`config.mk`:
```
export PLATFORM = sky130hd
export DESIGN_NAME = exe_alu_status
export DESIGN_NICKNAME = d
export VERILOG_FILES = /design/src/rtl/exe_alu_status.sv
export SDC_FILE = /design/constraint.sdc
export NUM_CORES = 1
export LEC_CHECK = 0
export BUFFER_PORTS_ARGS = -buffer_cell sky130_fd_sc_hd__buf_4
export CORE_UTILIZATION = 55
export CTS_BUF_LIST = sky130_fd_sc_hd__clkbuf_4
export CTS_CLUSTER_DIAMETER = 200
export DETAILED_ROUTE_END_ITERATION = 16
export HOLD_SLACK_MARGIN = 0.06
export PLACE_DENSITY = 0.79
export SYNTH_ARGS = -nofsm -noshare
export SYNTH_HDL_FRONTEND = slang
export SYNTH_SLANG_ARGS = --single-unit
```
`constraint.sdc`:
```
create_clock -name clk -period 5.6 [get_ports clk]
set_input_delay 0.84 -clock clk [delete_from_list [all_inputs] [get_ports clk]]
set_output_delay 0.84 -clock clk [all_outputs]
set_load 0.05 [all_outputs]
```
`src/rtl/exe_alu_status.sv`:
```
// exe_alu_status: execute-stage ALU with NZCV status register and registered EXE/MEM output
module exe_alu_status #(
  parameter int REGISTER_LEN = 32
) (
  input  logic                    clk,
  input  logic                    rst,
  input  logic                    in_valid,
  input  logic [3:0]              exe_cmd,
  input  logic [REGISTER_LEN-1:0] val1,
  input  logic [REGISTER_LEN-1:0] val2,
  input  logic                    s_bit,
  input  logic                    freeze,
  input  logic                    flush,
  output logic [REGISTER_LEN-1:0] alu_result,
  output logic                    out_valid,
  output logic [3:0]              status
);
  localparam int MSB = REGISTER_LEN - 1;
  logic [REGISTER_LEN-1:0] alu_result_q, alu_result_d, res, op_b;
  logic [REGISTER_LEN:0]   sum;
  logic [3:0]              status_q, status_d;
  logic                    out_valid_q, out_valid_d;
  logic                    is_arith, is_sub, known, cin, c_q, v_add, v_sub, we;
  // Operand conditioning, shared adder, result mux and flag generation
  always_comb begin
    c_q      = status_q[1];
    is_sub   = (exe_cmd == 4'b0100) || (exe_cmd == 4'b0101);
    is_arith = (exe_cmd >= 4'b0010) && (exe_cmd <= 4'b0101);
    known    = (exe_cmd >= 4'b0001) && (exe_cmd <= 4'b1001);
    op_b     = is_sub ? ~val2 : val2;
    cin      = (exe_cmd == 4'b0100) ? 1'b1 :
               ((exe_cmd == 4'b0011) || (exe_cmd == 4'b0101)) ? c_q : 1'b0;
    sum      = {1'b0, val1} + {1'b0, op_b} + (REGISTER_LEN+1)'(cin);
    res      = (exe_cmd == 4'b0001) ? val2 :
               (exe_cmd == 4'b1001) ? ~val2 :
               is_arith             ? sum[MSB:0] :
               (exe_cmd == 4'b0110) ? (val1 & val2) :
               (exe_cmd == 4'b0111) ? (val1 | val2) :
               (exe_cmd == 4'b1000) ? (val1 ^ val2) : '0;
    v_add    = (val1[MSB] == val2[MSB]) && (sum[MSB] != val1[MSB]);
    v_sub    = (val1[MSB] != val2[MSB]) && (sum[MSB] != val1[MSB]);
    we       = in_valid & s_bit & ~freeze & ~flush & known;
    status_d = we ? {res[MSB], res == '0,
                     is_arith ? sum[REGISTER_LEN] : c_q,
                     is_arith ? (is_sub ? v_sub : v_add) : status_q[0]} : status_q;
    alu_result_d = freeze ? alu_result_q : res;
    out_valid_d  = flush ? 1'b0 : freeze ? out_valid_q : in_valid;
  end
  // EXE/MEM pipeline register and status flags
  always_ff @(posedge clk or negedge rst) begin
    if (!rst) begin
      alu_result_q <= '0;
      out_valid_q  <= 1'b0;
      status_q     <= 4'b0000;
    end else begin
      alu_result_q <= alu_result_d;
      out_valid_q  <= out_valid_d;
      status_q     <= status_d;
    end
  end
  assign alu_result = alu_result_q;
  assign out_valid  = out_valid_q;
  assign status     = status_q;
endmodule

```
Word level (Yosys, flattened, before mapping):

Index checks and enable logic that the tools add are counted.

* add/sub/neg operators: 2
* magnitude comparators: 4
* equality and inequality tests: 12
* muxes and demuxes: 12
* bitwise logic cells: 10
* reduce and logical (&&, ||, !) cells: 8

Operators with widths (number)
* 2-to-1 mux 32 bit: 7
* adder 32 x 32 -> 33 bit: 1
* adder 33 x 1 -> 33 bit: 1
* AND 32 bit: 1
* zero test 32 bit: 1
* NOT 32 bit: 1
* bitwise OR 32 bit: 1
* bitwise XOR 32 bit: 1
* equality test 4 x 3 -> 1 bit (second input constant): 4
* equality test 4 bit (second input constant): 2
* 2-to-1 mux 1 bit: 5
* AND 1 bit: 4
* equality test 4 x 1 -> 1 bit (second input constant): 1
* equality test 4 x 2 -> 1 bit (second input constant): 1
* >= comparator 4 x 1 -> 1 bit (second input constant): 1
* >= comparator 4 x 2 -> 1 bit (second input constant): 1
* less-or-equal comparator 4 x 3 -> 1 bit (second input constant): 1
* less-or-equal comparator 4 bit (second input constant): 1
* logical AND 1 bit: 4
* logical OR 1 bit: 2
* inequality test 1 bit: 2
* inequality test 2 x 1 -> 1 bit (second input constant): 1
* NOT 1 bit: 2
* AND reduction 2 bit: 1
* equality test 1 bit: 1

* flip-flop bits (word level): 37
* input port bits: 74
* output and inout port bits: 37
* logic and storage cells: 52

Depth between registers and ports, before layout:

* depth after elaboration: 9
* depth in mapped cells: 18

Worst setup path before layout:

No wires, ideal clock.

* path type: input to register
* from: input port exe_cmd[3]
* to: register status_q[2] (netlist: status[2])
* library setup time: 0.066 ns
* data arrival time: 4.978 ns
* required time: 5.534 ns
* path slack: 0.556 ns
* stages on the path: 18
* path buffers: 4
* cell sequence: buf_1 -> buf_1 -> buf_2 -> nor2_1 -> clkbuf_1 -> xnor2_1 -> fa_1 -> fa_1 -> nor2b_1 -> o2111ai_1 -> a21boi_1 -> nor2_1 -> o311ai_0 -> xnor2_1 -> o221ai_1 -> nor4_1 -> nand4_1 -> nand2_1

* longest elaborated chain between the ends: 9
* elaborated cells on any way between the ends: 29
* classes of those cells: add/sub (2); order compare (4); eq/ne (8); mux (9); bitwise (1); reduce/logical (5)

Ends and longest elaborated chain
* start: declaration: RTL line 8 `input logic [3:0] exe_cmd,`
* equality test 4 x 3 -> 1 bit (tied with other cells): RTL line 27, 31
* logical OR 1 bit, on equally long branches: RTL line 27, 32
* 2-to-1 mux 32 bit / 2-to-1 mux 1 bit (equally long branches): RTL line 30, 32
* adder 32 x 32 -> 33 bit / 2-to-1 mux 1 bit (equally long branches): RTL line 33, 31
* adder 33 x 1 -> 33 bit: RTL line 33 `sum = {1'b0, val1} + {1'b0, op_b} + (REGISTER_LEN+1)'(cin);`
* 2-to-1 mux 32 bit: RTL line 36 `is_arith ? sum[MSB:0] :`
* 2-to-1 mux 32 bit: RTL line 35 `(exe_cmd == 4'b1001) ? ~val2 :`
* 2-to-1 mux 32 bit: RTL line 34 `res = (exe_cmd == 4'b0001) ? val2 :`
* zero test 32 bit: RTL line 43 `status_d = we ? {res[MSB], res == '0,`
* end signal: assignment: RTL line 58 `status_q <= status_d;`
* end: declaration: RTL line 21 `logic [3:0] status_q, status_d;`

Parallel ways exist; a longest one is shown, timed or not.
A chain may end at the register's enable or synchronous reset.

Worst setup path after layout:

* from: input port exe_cmd[1]
* to: register status_q[2] (netlist: status[2])

The elaborated chain is that of the path after synthesis.

==> impl_metrics.py <==
metrics = {
    "placement": {
        "gp_congestion": 0.966,
        "dp_cells": 1056,
        "detailed_place_hpwl_um": 14500,
        "portBuffers": 110,
    },
    "power": {
        "comb_power_share": 0.649,
        "power.internal_w": 0.000703,
        "p_leak_nw": 3.40,
        "p_switching_w": 0.000733,
        "clkPwrFrac": 0.112,
        "pwr-share-seq": 0.239,
        "ir_drop_uv": 142,
        "pwr_density_cell_mw_per_mm2": 199,
        "finalPower_w": 0.00144,
        "swShare": 0.510,
    },
    "critical_path": {
        "worstPathRequired_ns": 5.92,
        "rr_startpoint": "status[1]",
        "crit_fanout": 19,
        "critPathMostFrequentCell": "buf_4",
        "r2r_cells": 14,
        "reg2reg_to": "status[2]",
        "cp-end-kind": "flop",
        "r2r_slack_ns": 1.79,
        "slowest_stage": "a221oi_1",
        "worstPathArrival_ns": 5.05,
        "max_stage_delay_ns": 0.73,
        "path_cells": "buf_4 -> nand2b_1 -> nor2_4 -> buf_4 -> xnor2_1 -> ha_1 -> a21oi_1 -> o21ai_0 -> a221oi_1 -> nand3_1 -> o211ai_1 -> and2b_1 -> o41ai_1 -> a2111oi_0 -> nand4_1 -> nand2_1",
        "worstSetupPathType": "in2reg",
        "cpLargestDelayFamily": "compound AO/OA/AOI/OAI gates",
        "setup.worst_path.start_class": "input pin",
        "cp.buffers_inverters": 2,
    },
    "flow_run": {
        "cap_violations": 0,
    },
    "timing": {
        "slew-limit-headroom": 0.209,
        "tightest_slew_ns": 1.18,
        "setup_viol": 0,
        "fmax_mhz": 211,
        "tns_ns": 0,
        "skew_ns": 0.0239,
        "period_minus_slack_ns": 4.73,
        "hold_viol": 0,
        "drv_slew": 0,
        "rsz0062_at_grt": "false",
        "fin_crit_sh": 0.845,
    },
    "drt": {
        "wirelength_um": 19300,
        "drt_iter0_drc": 484,
        "vias": 6565,
        "first_pass_iters": 5,
        "drtAntennaViolNets": 0,
        "drc_errors": 0,
        "viasPerCell": 6.16,
        "post_drt_wl_per_cell_um": 18.1,
    },
    "final_layout": {
        "nNetsFinal": 1094,
        "final_cell_mix": "buf_4 (119), a21oi_1 (107), ha_1 (95)",
        "drive_gt1_frac": 0.173,
        "instances_no_fill": 1065,
        "area_growth_syn_to_layout_pct": 15.2,
        "layout_commonest_cell": "buf_4",
    },
    "synth": {
        "synth_edf_count": 0,
        "syn-instance-count": 846,
        "synth.avg_cell_area_um2": 7.42,
        "async_reset_ff_frac": 1.00,
        "synth-seq-area-share": 0.147,
        "synth-simple-area-share": 0.174,
        "synth_fa_ha_area_frac": 0.196,
        "ys_warn_count": 0,
        "synth.area.mux_share": 0.0351,
        "yosysUniqueCellTypes": 70,
        "ys.flop_type": "dfrtp_1",
        "synth_top_family_by_area": "compound AO/OA/AOI/OAI gates",
        "syn_nets": 1017,
        "synth_seq_cells": 37,
        "synth-xor-area-share": 0.105,
        "syn_area_mm2": 0.00628,
        "synth_compound_area_frac": 0.262,
    },
    "global_routing": {
        "grt_usage": 0.331,
        "grt_pass1_vias": 6147,
        "grt.overflow.total": 0,
        "grt_start_max_net_pins": 52,
        "grt_pass1_wl_um": 30500,
        "antenna_found_initial": 1,
    },
    "clock_network": {
        "cts-resized-gates": 0,
        "cts_sinks": 37,
        "worstSkewPairLatency_ns": 0.37,
        "path_clk_slew_ns": 0.15,
        "clockBufferDepth": 2,
        "cts-root-buf": "clkbuf_4",
        "ctsHoldBuffers": 0,
        "cts_made_buffers": 5,
        "post_cts_buffers": 0,
        "cts_tree": "built",
        "cts_htree_levels": 2,
    },
    "floorplanning": {
        "dieArea_mm2": 0.0118,
        "start_util": 0.572,
        "rows": 38,
        "core_area_mm2": 0.0110,
        "chipWidth_um": 109,
        "io_pins": 111,
        "dieHeight_um": 109,
    },
    "hold_path": {
        "min_path_type": "in2async",
    },
    "status": {
        "status": "finished clean",
    },
}
cell usage after synthesis (6+ instances only):
cell type  count  share of area
a21oi_1      107          0.085
ha_1          95           0.19
inv_1         84          0.050
nor2_1        71          0.042
xnor2_1       65          0.091
o21ai_0       47          0.037
nand2_1       40          0.024
dfrtp_1       37           0.15
clkbuf_1      36          0.022
mux2_2        16          0.029
nand4_1       16          0.016
nor3_1        16          0.013
o22ai_1       16          0.016
nand3_1       13          0.010
and3_1        11          0.011
o211ai_1      10          0.012
xor2_1        10          0.014
a211oi_1       9          0.011
o21a_1         9          0.011
buf_1          8         0.0048
nand2b_1       8         0.0080
a31oi_1        7         0.0070
nor4_1         7         0.0070
nor2b_1        6         0.0060
or3_1          6         0.0060
power groups by stage:
stage                     Clock [W]  Sequential [W]  Combinational (W)
after floorplan                   0        0.000514           0.000469
after global placement            0        0.000348           0.000909
after detailed placement          0        0.000349           0.000916
after CTS                  0.000161        0.000344           0.000920
after global routing       0.000167        0.000349            0.00101
final                      0.000161        0.000344           0.000931
cell families (layout without fill, tap and decap cells):
family,count (synthesis),after routing
compound gates,264,264
xor+xnor,75,75
fa+ha+maj,97,97
buf+inv,134,212
flops,37,37
mux,20,20
other cells,0,1
simple gates,219,219
state kept, by name, indices dropped and copies added, names as in the netlist:
register    count
alu_result     32
out_valid       1
status          4
stage by stage:
step	util	hold slack (ns)	worst slack [ns]	cell area, um^2
after CTS	0.658	0.415	0.951	7230
final	0.658	0.403	0.871	7230
after global routing	0.658	0.432	0.493	7230
after global placement	0.653	0.469	0.690	7170
after floorplan	-	0.544	0.556	6280
after detailed placement	0.653	0.481	0.571	7170
layer usage:
metal  share of wire  vias to the layer above  routed length [um]  track usage
met5               0                        -                   0            0
met4           0.057                        0                1100        0.188
met3           0.052                       70                1000       0.0299
met2            0.47                      280                9150        0.580
met1            0.42                     3049                8070        0.396
li1                -                     3166                   -            -
cell type report:
class                           instances  area (um^2)
Sequential cell                        37          926
Clock buffer                            5         37.5
Multi-Input combinational cell        675         4860
Tap cell                              140          175
Antenna cell                            1         2.50
Timing Repair Buffer                  119          893
Fill cell                            1009         3750
Clock inverter                          3         17.5
Inverter                               85          319
worst register-to-register path: stages, from the launching register on:
cell and delay [ns]:
dfrtp_1 0.41, a22o_1 0.14, nand2_1 0.07, fa_1 0.44
fa_1 0.43, nor2b_1 0.14, o2111ai_1 0.16, a21boi_1 0.40
nor2_1 0.08, o311ai_0 0.39, xnor2_1 0.17, o221ai_1 0.19
nor4_1 0.51, nand4_1 0.14, nand2_1 0.09
how the worst max path moves through the flow:
stage | end | from | slack, ns | depth (start not counted)
floorplan | status[2] | exe_cmd[3] | 0.56 | 18
global placement | status[2] | exe_cmd[1] | 0.69 | 16
detailed placement | status[2] | exe_cmd[1] | 0.57 | 16
CTS | status[2] | exe_cmd[1] | 0.95 | 16
global route | status[2] | exe_cmd[1] | 0.49 | 17
finish | status[2] | exe_cmd[1] | 0.87 | 16
Note: power is estimated with default switching activity, not from simulation.
